`src/rtl/execute_stage_pkg.sv`:
```
// Shared types for the execute stage: the control bundle carried down the pipeline.
package execute_stage_pkg;

  typedef struct packed {
    logic       reg_write;
    logic       mem_to_reg;
    logic [1:0] wb_sel;
  } control_type;

endpackage

```
`src/rtl/execute_stage_if.sv`:
```
// ID/EX operand bus into the execute stage and EX/MEM register contents out of it.
interface execute_stage_if;
  import execute_stage_pkg::*;

  logic        in_valid;
  logic        flush;
  logic [31:0] data1;
  logic [31:0] data2;
  logic [31:0] imm;
  logic        alu_src;
  logic [3:0]  alu_op;
  logic        muldiv;
  logic        mem_write_in;
  logic        mem_read_in;
  control_type control_in;
  logic [4:0]  rd_in;

  logic [31:0] alu_result;
  logic        MemWrite;
  logic        MemRead;
  control_type control_out;
  logic [4:0]  rd_out;
  logic        out_valid;
  logic        stall;

  modport master (
    output in_valid, flush, data1, data2, imm, alu_src, alu_op, muldiv,
           mem_write_in, mem_read_in, control_in, rd_in,
    input  alu_result, MemWrite, MemRead, control_out, rd_out, out_valid, stall
  );

  modport slave (
    input  in_valid, flush, data1, data2, imm, alu_src, alu_op, muldiv,
           mem_write_in, mem_read_in, control_in, rd_in,
    output alu_result, MemWrite, MemRead, control_out, rd_out, out_valid, stall
  );

endinterface

```
`src/rtl/execute_stage.sv`:
```
// RV32IM execute stage: single-cycle ALU/MUL into the EX/MEM register, plus an
// iterative radix-2 restoring divider that holds off upstream while it runs.
module execute_stage
  import execute_stage_pkg::*;
(
  input logic           clk,
  input logic           rst,
  execute_stage_if.slave bus
);

  localparam int unsigned XLEN  = 32;
  localparam int unsigned CNT_W = 5;
  localparam int unsigned PROD_W = 2 * XLEN;

  localparam logic [1:0] IDLE = 2'd0;
  localparam logic [1:0] DIV  = 2'd1;
  localparam logic [1:0] FIN  = 2'd2;

  logic [1:0]       state_q, state_n;
  logic [CNT_W-1:0] cnt_q, cnt_n;
  logic [XLEN-1:0]  dvs_q, dvs_n, quot_q, quot_n, rem_q, rem_n;
  logic             q_neg_q, q_neg_n, r_neg_q, r_neg_n;
  logic             dz_q, dz_n, sel_rem_q, sel_rem_n;
  logic [4:0]       p_rd_q, p_rd_n;
  control_type      p_ctrl_q, p_ctrl_n;
  logic             p_mw_q, p_mw_n, p_mr_q, p_mr_n;

  logic [XLEN-1:0]  res_q, res_n;
  logic             mw_q, mw_n, mr_q, mr_n;
  control_type      ctrl_q, ctrl_n;
  logic [4:0]       rd_q, rd_n;
  logic             vld_q, vld_n, stall_q, stall_n;

  logic [2:0]        f3;
  logic [XLEN-1:0]   op_b, alu_res, mul_res;
  logic signed [XLEN:0] mul_a, mul_b;
  logic [PROD_W-1:0] prod;
  logic              is_div, div_signed, a_neg, b_neg;
  logic [XLEN-1:0]   a_mag, b_mag, q_fin, r_fin;
  logic [XLEN:0]     rem_sh, diff;

  // Combinational ALU, 33x33 signed multiplier and divider datapath
  always_comb begin
    f3   = bus.alu_op[2:0];
    op_b = bus.alu_src ? bus.imm : bus.data2;
    case (bus.alu_op)
      4'd0:    alu_res = bus.data1 + op_b;
      4'd1:    alu_res = bus.data1 - op_b;
      4'd2:    alu_res = bus.data1 << op_b[4:0];
      4'd3:    alu_res = {31'd0, $signed(bus.data1) < $signed(op_b)};
      4'd4:    alu_res = {31'd0, bus.data1 < op_b};
      4'd5:    alu_res = bus.data1 ^ op_b;
      4'd6:    alu_res = bus.data1 >> op_b[4:0];
      4'd7:    alu_res = $unsigned($signed(bus.data1) >>> op_b[4:0]);
      4'd8:    alu_res = bus.data1 | op_b;
      4'd9:    alu_res = bus.data1 & op_b;
      4'd10:   alu_res = op_b;
      default: alu_res = '0;
    endcase

    // rs1 is signed except for MULHU; rs2 is signed only for MUL/MULH
    mul_a   = {(f3 != 3'd3) & bus.data1[31], bus.data1};
    mul_b   = {~f3[1] & bus.data2[31], bus.data2};
    prod    = PROD_W'(mul_a) * PROD_W'(mul_b);
    mul_res = (f3 == 3'd0) ? prod[XLEN-1:0] : prod[PROD_W-1:XLEN];

    is_div     = bus.muldiv & f3[2];
    div_signed = ~f3[0];
    a_neg      = div_signed & bus.data1[31];
    b_neg      = div_signed & bus.data2[31];
    a_mag      = a_neg ? -bus.data1 : bus.data1;
    b_mag      = b_neg ? -bus.data2 : bus.data2;

    rem_sh = {rem_q, quot_q[XLEN-1]};
    diff   = rem_sh - {1'b0, dvs_q};

    // Divide-by-zero quotient is forced; remainder sign fix already yields data1
    q_fin = dz_q ? '1 : (q_neg_q ? -quot_q : quot_q);
    r_fin = r_neg_q ? -rem_q : rem_q;
  end

  // Next-state and next-output logic; every path loads a bubble unless it writes
  always_comb begin
    state_n   = state_q;
    cnt_n     = cnt_q;
    dvs_n     = dvs_q;
    quot_n    = quot_q;
    rem_n     = rem_q;
    q_neg_n   = q_neg_q;
    r_neg_n   = r_neg_q;
    dz_n      = dz_q;
    sel_rem_n = sel_rem_q;
    p_rd_n    = p_rd_q;
    p_ctrl_n  = p_ctrl_q;
    p_mw_n    = p_mw_q;
    p_mr_n    = p_mr_q;
    res_n     = '0;
    mw_n      = 1'b0;
    mr_n      = 1'b0;
    ctrl_n    = '0;
    rd_n      = '0;
    vld_n     = 1'b0;

    if (bus.flush) begin
      state_n = IDLE;
    end else begin
      case (state_q)
        IDLE: begin
          if (bus.in_valid) begin
            if (is_div) begin
              state_n   = DIV;
              cnt_n     = '0;
              dvs_n     = b_mag;
              quot_n    = a_mag;
              rem_n     = '0;
              q_neg_n   = a_neg ^ b_neg;
              r_neg_n   = a_neg;
              dz_n      = (bus.data2 == '0);
              sel_rem_n = f3[1];
              p_rd_n    = bus.rd_in;
              p_ctrl_n  = bus.control_in;
              p_mw_n    = bus.mem_write_in;
              p_mr_n    = bus.mem_read_in;
            end else begin
              res_n  = bus.muldiv ? mul_res : alu_res;
              mw_n   = bus.mem_write_in;
              mr_n   = bus.mem_read_in;
              ctrl_n = bus.control_in;
              rd_n   = bus.rd_in;
              vld_n  = 1'b1;
            end
          end
        end
        DIV: begin
          quot_n = {quot_q[XLEN-2:0], ~diff[XLEN]};
          rem_n  = diff[XLEN] ? rem_sh[XLEN-1:0] : diff[XLEN-1:0];
          cnt_n  = cnt_q + CNT_W'(1);
          if (cnt_q == CNT_W'(XLEN - 1)) state_n = FIN;
        end
        FIN: begin
          res_n   = sel_rem_q ? r_fin : q_fin;
          mw_n    = p_mw_q;
          mr_n    = p_mr_q;
          ctrl_n  = p_ctrl_q;
          rd_n    = p_rd_q;
          vld_n   = 1'b1;
          state_n = IDLE;
        end
        default: state_n = IDLE;
      endcase
    end

    stall_n = (state_n != IDLE);
  end

  // State and EX/MEM register
  always_ff @(posedge clk) begin
    if (rst) begin
      state_q   <= IDLE;
      cnt_q     <= '0;
      dvs_q     <= '0;
      quot_q    <= '0;
      rem_q     <= '0;
      q_neg_q   <= 1'b0;
      r_neg_q   <= 1'b0;
      dz_q      <= 1'b0;
      sel_rem_q <= 1'b0;
      p_rd_q    <= '0;
      p_ctrl_q  <= '0;
      p_mw_q    <= 1'b0;
      p_mr_q    <= 1'b0;
      res_q     <= '0;
      mw_q      <= 1'b0;
      mr_q      <= 1'b0;
      ctrl_q    <= '0;
      rd_q      <= '0;
      vld_q     <= 1'b0;
      stall_q   <= 1'b0;
    end else begin
      state_q   <= state_n;
      cnt_q     <= cnt_n;
      dvs_q     <= dvs_n;
      quot_q    <= quot_n;
      rem_q     <= rem_n;
      q_neg_q   <= q_neg_n;
      r_neg_q   <= r_neg_n;
      dz_q      <= dz_n;
      sel_rem_q <= sel_rem_n;
      p_rd_q    <= p_rd_n;
      p_ctrl_q  <= p_ctrl_n;
      p_mw_q    <= p_mw_n;
      p_mr_q    <= p_mr_n;
      res_q     <= res_n;
      mw_q      <= mw_n;
      mr_q      <= mr_n;
      ctrl_q    <= ctrl_n;
      rd_q      <= rd_n;
      vld_q     <= vld_n;
      stall_q   <= stall_n;
    end
  end

  assign bus.alu_result  = res_q;
  assign bus.MemWrite    = mw_q;
  assign bus.MemRead     = mr_q;
  assign bus.control_out = ctrl_q;
  assign bus.rd_out      = rd_q;
  assign bus.out_valid   = vld_q;
  assign bus.stall       = stall_q;

endmodule

```
`src/flat_wrapper.sv`:
```
// flat-port wrapper written by rule: the top's interface ports become plain ports
module execute_stage_flat import execute_stage_pkg::*;
  (clk, rst, bus_in_valid, bus_flush, bus_data1, bus_data2, bus_imm, bus_alu_src, bus_alu_op, bus_muldiv, bus_mem_write_in, bus_mem_read_in, bus_control_in, bus_rd_in, bus_alu_result, bus_MemWrite, bus_MemRead, bus_control_out, bus_rd_out, bus_out_valid, bus_stall);
  execute_stage_if bus_i ();
  input logic clk;
  input logic rst;
  input wire logic [$bits(bus_i.in_valid)-1:0] bus_in_valid;
  input wire logic [$bits(bus_i.flush)-1:0] bus_flush;
  input wire logic [$bits(bus_i.data1)-1:0] bus_data1;
  input wire logic [$bits(bus_i.data2)-1:0] bus_data2;
  input wire logic [$bits(bus_i.imm)-1:0] bus_imm;
  input wire logic [$bits(bus_i.alu_src)-1:0] bus_alu_src;
  input wire logic [$bits(bus_i.alu_op)-1:0] bus_alu_op;
  input wire logic [$bits(bus_i.muldiv)-1:0] bus_muldiv;
  input wire logic [$bits(bus_i.mem_write_in)-1:0] bus_mem_write_in;
  input wire logic [$bits(bus_i.mem_read_in)-1:0] bus_mem_read_in;
  input wire logic [$bits(bus_i.control_in)-1:0] bus_control_in;
  input wire logic [$bits(bus_i.rd_in)-1:0] bus_rd_in;
  output wire logic [$bits(bus_i.alu_result)-1:0] bus_alu_result;
  output wire logic [$bits(bus_i.MemWrite)-1:0] bus_MemWrite;
  output wire logic [$bits(bus_i.MemRead)-1:0] bus_MemRead;
  output wire logic [$bits(bus_i.control_out)-1:0] bus_control_out;
  output wire logic [$bits(bus_i.rd_out)-1:0] bus_rd_out;
  output wire logic [$bits(bus_i.out_valid)-1:0] bus_out_valid;
  output wire logic [$bits(bus_i.stall)-1:0] bus_stall;
  assign bus_i.in_valid = bus_in_valid;
  assign bus_i.flush = bus_flush;
  assign bus_i.data1 = bus_data1;
  assign bus_i.data2 = bus_data2;
  assign bus_i.imm = bus_imm;
  assign bus_i.alu_src = bus_alu_src;
  assign bus_i.alu_op = bus_alu_op;
  assign bus_i.muldiv = bus_muldiv;
  assign bus_i.mem_write_in = bus_mem_write_in;
  assign bus_i.mem_read_in = bus_mem_read_in;
  assign bus_i.control_in = bus_control_in;
  assign bus_i.rd_in = bus_rd_in;
  assign bus_alu_result = bus_i.alu_result;
  assign bus_MemWrite = bus_i.MemWrite;
  assign bus_MemRead = bus_i.MemRead;
  assign bus_control_out = bus_i.control_out;
  assign bus_rd_out = bus_i.rd_out;
  assign bus_out_valid = bus_i.out_valid;
  assign bus_stall = bus_i.stall;
  execute_stage u_core (.clk(clk), .rst(rst), .bus(bus_i));
endmodule
```
`config.mk`:
```
export PLATFORM = sky130hd
export DESIGN_NAME = execute_stage_flat
export DESIGN_NICKNAME = d
export VERILOG_FILES = /design/src/rtl/execute_stage_pkg.sv /design/src/rtl/execute_stage_if.sv /design/src/rtl/execute_stage.sv /design/src/flat_wrapper.sv
export SDC_FILE = /design/constraint.sdc
export NUM_CORES = 2
export LEC_CHECK = 0
export ABC_AREA = 1
export BUFFER_PORTS_ARGS = -buffer_cell sky130_fd_sc_hd__buf_2
export CORE_ASPECT_RATIO = 0.5
export CORE_MARGIN = 5
export CORE_UTILIZATION = 60
export CTS_CLUSTER_SIZE = 40
export DETAILED_ROUTE_END_ITERATION = 12
export MAX_ROUTING_LAYER = met4
export PLACE_DENSITY = 0.76
export SYNTH_ARGS = -nofsm -noshare
export SYNTH_HDL_FRONTEND = slang
export SYNTH_SLANG_ARGS = --single-unit
```
`constraint.sdc`:
```
create_clock -name clk -period 10.6 [get_ports clk]
set_input_delay 0.53 -clock clk [delete_from_list [all_inputs] [get_ports clk]]
set_output_delay 0.53 -clock clk [all_outputs]
set_load 0.01 [all_outputs]
```
==> key figures <==
Run status
  – Status: complete, no violations

Drt
  – Post-DRT Antenna Nets: 0
  – Routed wire length: approximately 260,000 um
  – DR vias/cell: 5.983
  – TritonRoute pass-1 iters: 12
  – Per-cell routed wire length: approximately 25 um
  – Drt first-iter violations: 8,924
  – Routed vias: 62,980
  – Remaining DRCs: 0

STA
  – Unrepaired setup endpoints after global routing: no
  – Fmax: about 0.11 GHz
  – Slew Limit Fails: 0
  – Fin worst setup slack: 1.371 ns
  – # setup viols final: 0
  – Setup TNS: 0 ns
  – Fin. Hold Viols: 0
  – Clock skew: about 0.017 ns
  – Worst slew pin tran: 1.385 ns
  – Slew margin rel.: under 10%
  – Min Tclk post-route: 9.229 ns
  – Period utilization: 87.07%

Synthesis
  – Mean post-synth cell area: between 6 and 7 um^2
  – Post-synth cell types: 57
  – Post-Syn Instances: 9,217
  – Top_reg_cell synth: dfxtp_1
  – Post-synth ARST share: 0%
  – Cell area after synthesis: 62,410 um^2
  – Sequential cell area fraction in the yosys report: 5.229%
  – Post-synth net total: 10,810
  – Synthesized flop and latch total: 163
  – Syn. warnings: 0
  – Post-synth EDFFs: 0

Die
  – Die area: 111,000 um^2
  – Top Ports: 162
  – Die Wd: 466.1 um
  – Starting Density: 60.64%
  – Core area: approximately 100,000 um^2
  – FP Rows: between 80 and 90
  – Die Ht: between 200 and 250 um

Critical path
  – CP max-delay cell: fa_1
  – WS Path Type: input pin to register
  – Worst Path Max Fanout: 16
  – Most used cell, CP: fa_1
  – CP arrival: 9.51 ns
  – Setup crit start kind: input pin
  – Max stage delay on crit path: 0.96 ns
  – WP data required: approximately 11 ns
  – CP Capture Type: register

Clock tree
  – Num CTS Buffers: 17
  – # Post-CTS Setup Buffers: 0
  – Root buf cell: clkbuf_16
  – # hold bufs at CTS: 0
  – Clk Latency, worst-skew pair: approximately 0.44 ns
  – # clock sinks: 163
  – Maximum root-to-sink buffer count: 2
  – Worst-path clk slew: 0.07 ns
  – Post-CTS Resized: 0
  – H-tree levels: 4
  – CTS tree: done

Global route
  – Grt total ovfl: 0
  – Largest net degree at the start of global routing: between 80 and 90
  – Met1 global-route usage: 63.63%
  – GRT met2 Usage: 66.52%
  – GRT met3 Usage: 17.35%
  – First-pass GRT wire length: 387,300 um
  – GRT Total Usage: 48.22%
  – Busiest grt layer: met2
  – Number of global-route vias before repair: 61,750
  – Initial antenna violation count: 35

Cells and area
  – Area grow syn2layout: 3.936%
  – Share of cells above drive strength 1: 4.564%
  – Final Net Count: 10,670
  – Final Cell Area: 64,860 um^2
  – Commonest non-fill, non-tap cell in the layout: nand2_1
  – Most frequent cells in the layout: 2,517 x nand2_1, 2,090 x inv_1, 1,128 x fa_1

Flow run
  – Max cap viols: 0

Placed design
  – Setup WS pre-CTS: between 1 and 1.5 ns
  – Post-DP Area: 64,190 um^2
  – IO Port Bufs: around 160
  – Detailed placement HPWL: 213,300 um
  – Gpl congestion: between 1 and 1.5

Worst hold path
  – Worst min-delay path class: input pin to register
-- path summary, 6_finish.rpt --
| check | start | to | slack [ns] | cells after the start |
|---|---|---|---|---|
| setup / recovery | bus_alu_op[0] | u_core.bus.alu_result[30] | 1.37 | 31 |
| hold / removal | bus_rd_in[0] | u_core.p_rd_q[0] | 0.34 | 3 |
| setup reg to reg | u_core.quot_q[31] | u_core.rem_q[25] | 6.90 | 17 |
| hold reg to reg | u_core.cnt_q[4] | u_core.cnt_q[4] | 0.47 | 2 |
-- cell families (layout without fill, tap and decap cells) --
group / after synthesis / after routing / share of synthesized area, %
adder cells (fa/ha/maj): 1475 / 1475 / 43.14
buffers and inverters: 2560 / 2435 / 15.63
other: 0 / 32 / 0
XOR/XNOR: 83 / 83 / 1.165
flip-flops: 163 / 163 / 5.229
AND/OR/NAND/NOR: 3976 / 3976 / 26.24
AO/OA/AOI/OAI: 960 / 960 / 8.593
-- sequential cells by signal (all words and copies together) (netlist names), 2 cells and up --
| signal | flops |
|---|---|
| u_core.bus.alu_result | 32 |
| u_core.dvs_q | 32 |
| u_core.quot_q | 32 |
| u_core.rem_q | 32 |
| u_core.bus.rd_out | 5 |
| u_core.cnt_q | 5 |
| u_core.p_rd_q | 5 |
| u_core.bus.control_out | 4 |
| u_core.p_ctrl_q | 4 |
| u_core.state_q | 2 |
-- critical path: cells and delay by family --
| family | cells | cell delay [ns] |
|---|---|---|
| and+or+nand+nor | 14 | 2.23 |
| AOI/OAI and AO/OA | 1 | 0.07 |
| adders and majority gates | 9 | 5.15 |
| buffers and inverters | 7 | 1.50 |
-- cell type report --
cell class / instances / area, um^2
Multi-Input combinational cell: 6494 / 49430
Tap cell: 1402 / 1754
Timing Repair Buffer: 298 / 1834
Clock inverter: 13 / 167.7
Inverter: 2106 / 7905
Clock buffer: 18 / 429.2
Antenna cell: 32 / 80.08
Fill cell: 9598 / 38050
Sequential cell: 163 / 3263
-- metrics by stage --
step	hold WS [ns]	cells	utilization (%)
floorplan	0.4374	9217	-
finish	0.3385	10530	63.03
global route	0.3346	10520	63.02
detailed placement	0.4627	10460	62.37
CTS	0.3280	10490	62.95
global placement	0.4576	10460	62.37
-- synthesized netlist by cell type, types with 83 or more instances --
library cell | number | area, um^2
clkbuf_1 | 277 | 1040
nand4_1 | 83 | 519.3
nand3_1 | 640 | 3203
fa_1 | 1128 | 22580
nand2_1 | 2517 | 9448
o21ai_0 | 310 | 1551
ha_1 | 347 | 4342
dfxtp_1 | 163 | 3263
nor2_1 | 555 | 2083
a21oi_1 | 412 | 2062
inv_1 | 2090 | 7845
buf_1 | 94 | 352.8
-- per-layer routing --
metal / up-vias / share of wire (%)
li1: 27350 / -
met1: 30150 / 38
met2: 4587 / 40
met3: 897 / 16
met4: 0 / 5.6
met5: - / 0
Power is not shown: default switching activity piles up to over one toggle a cycle in this logic, so the estimate is an artifact.
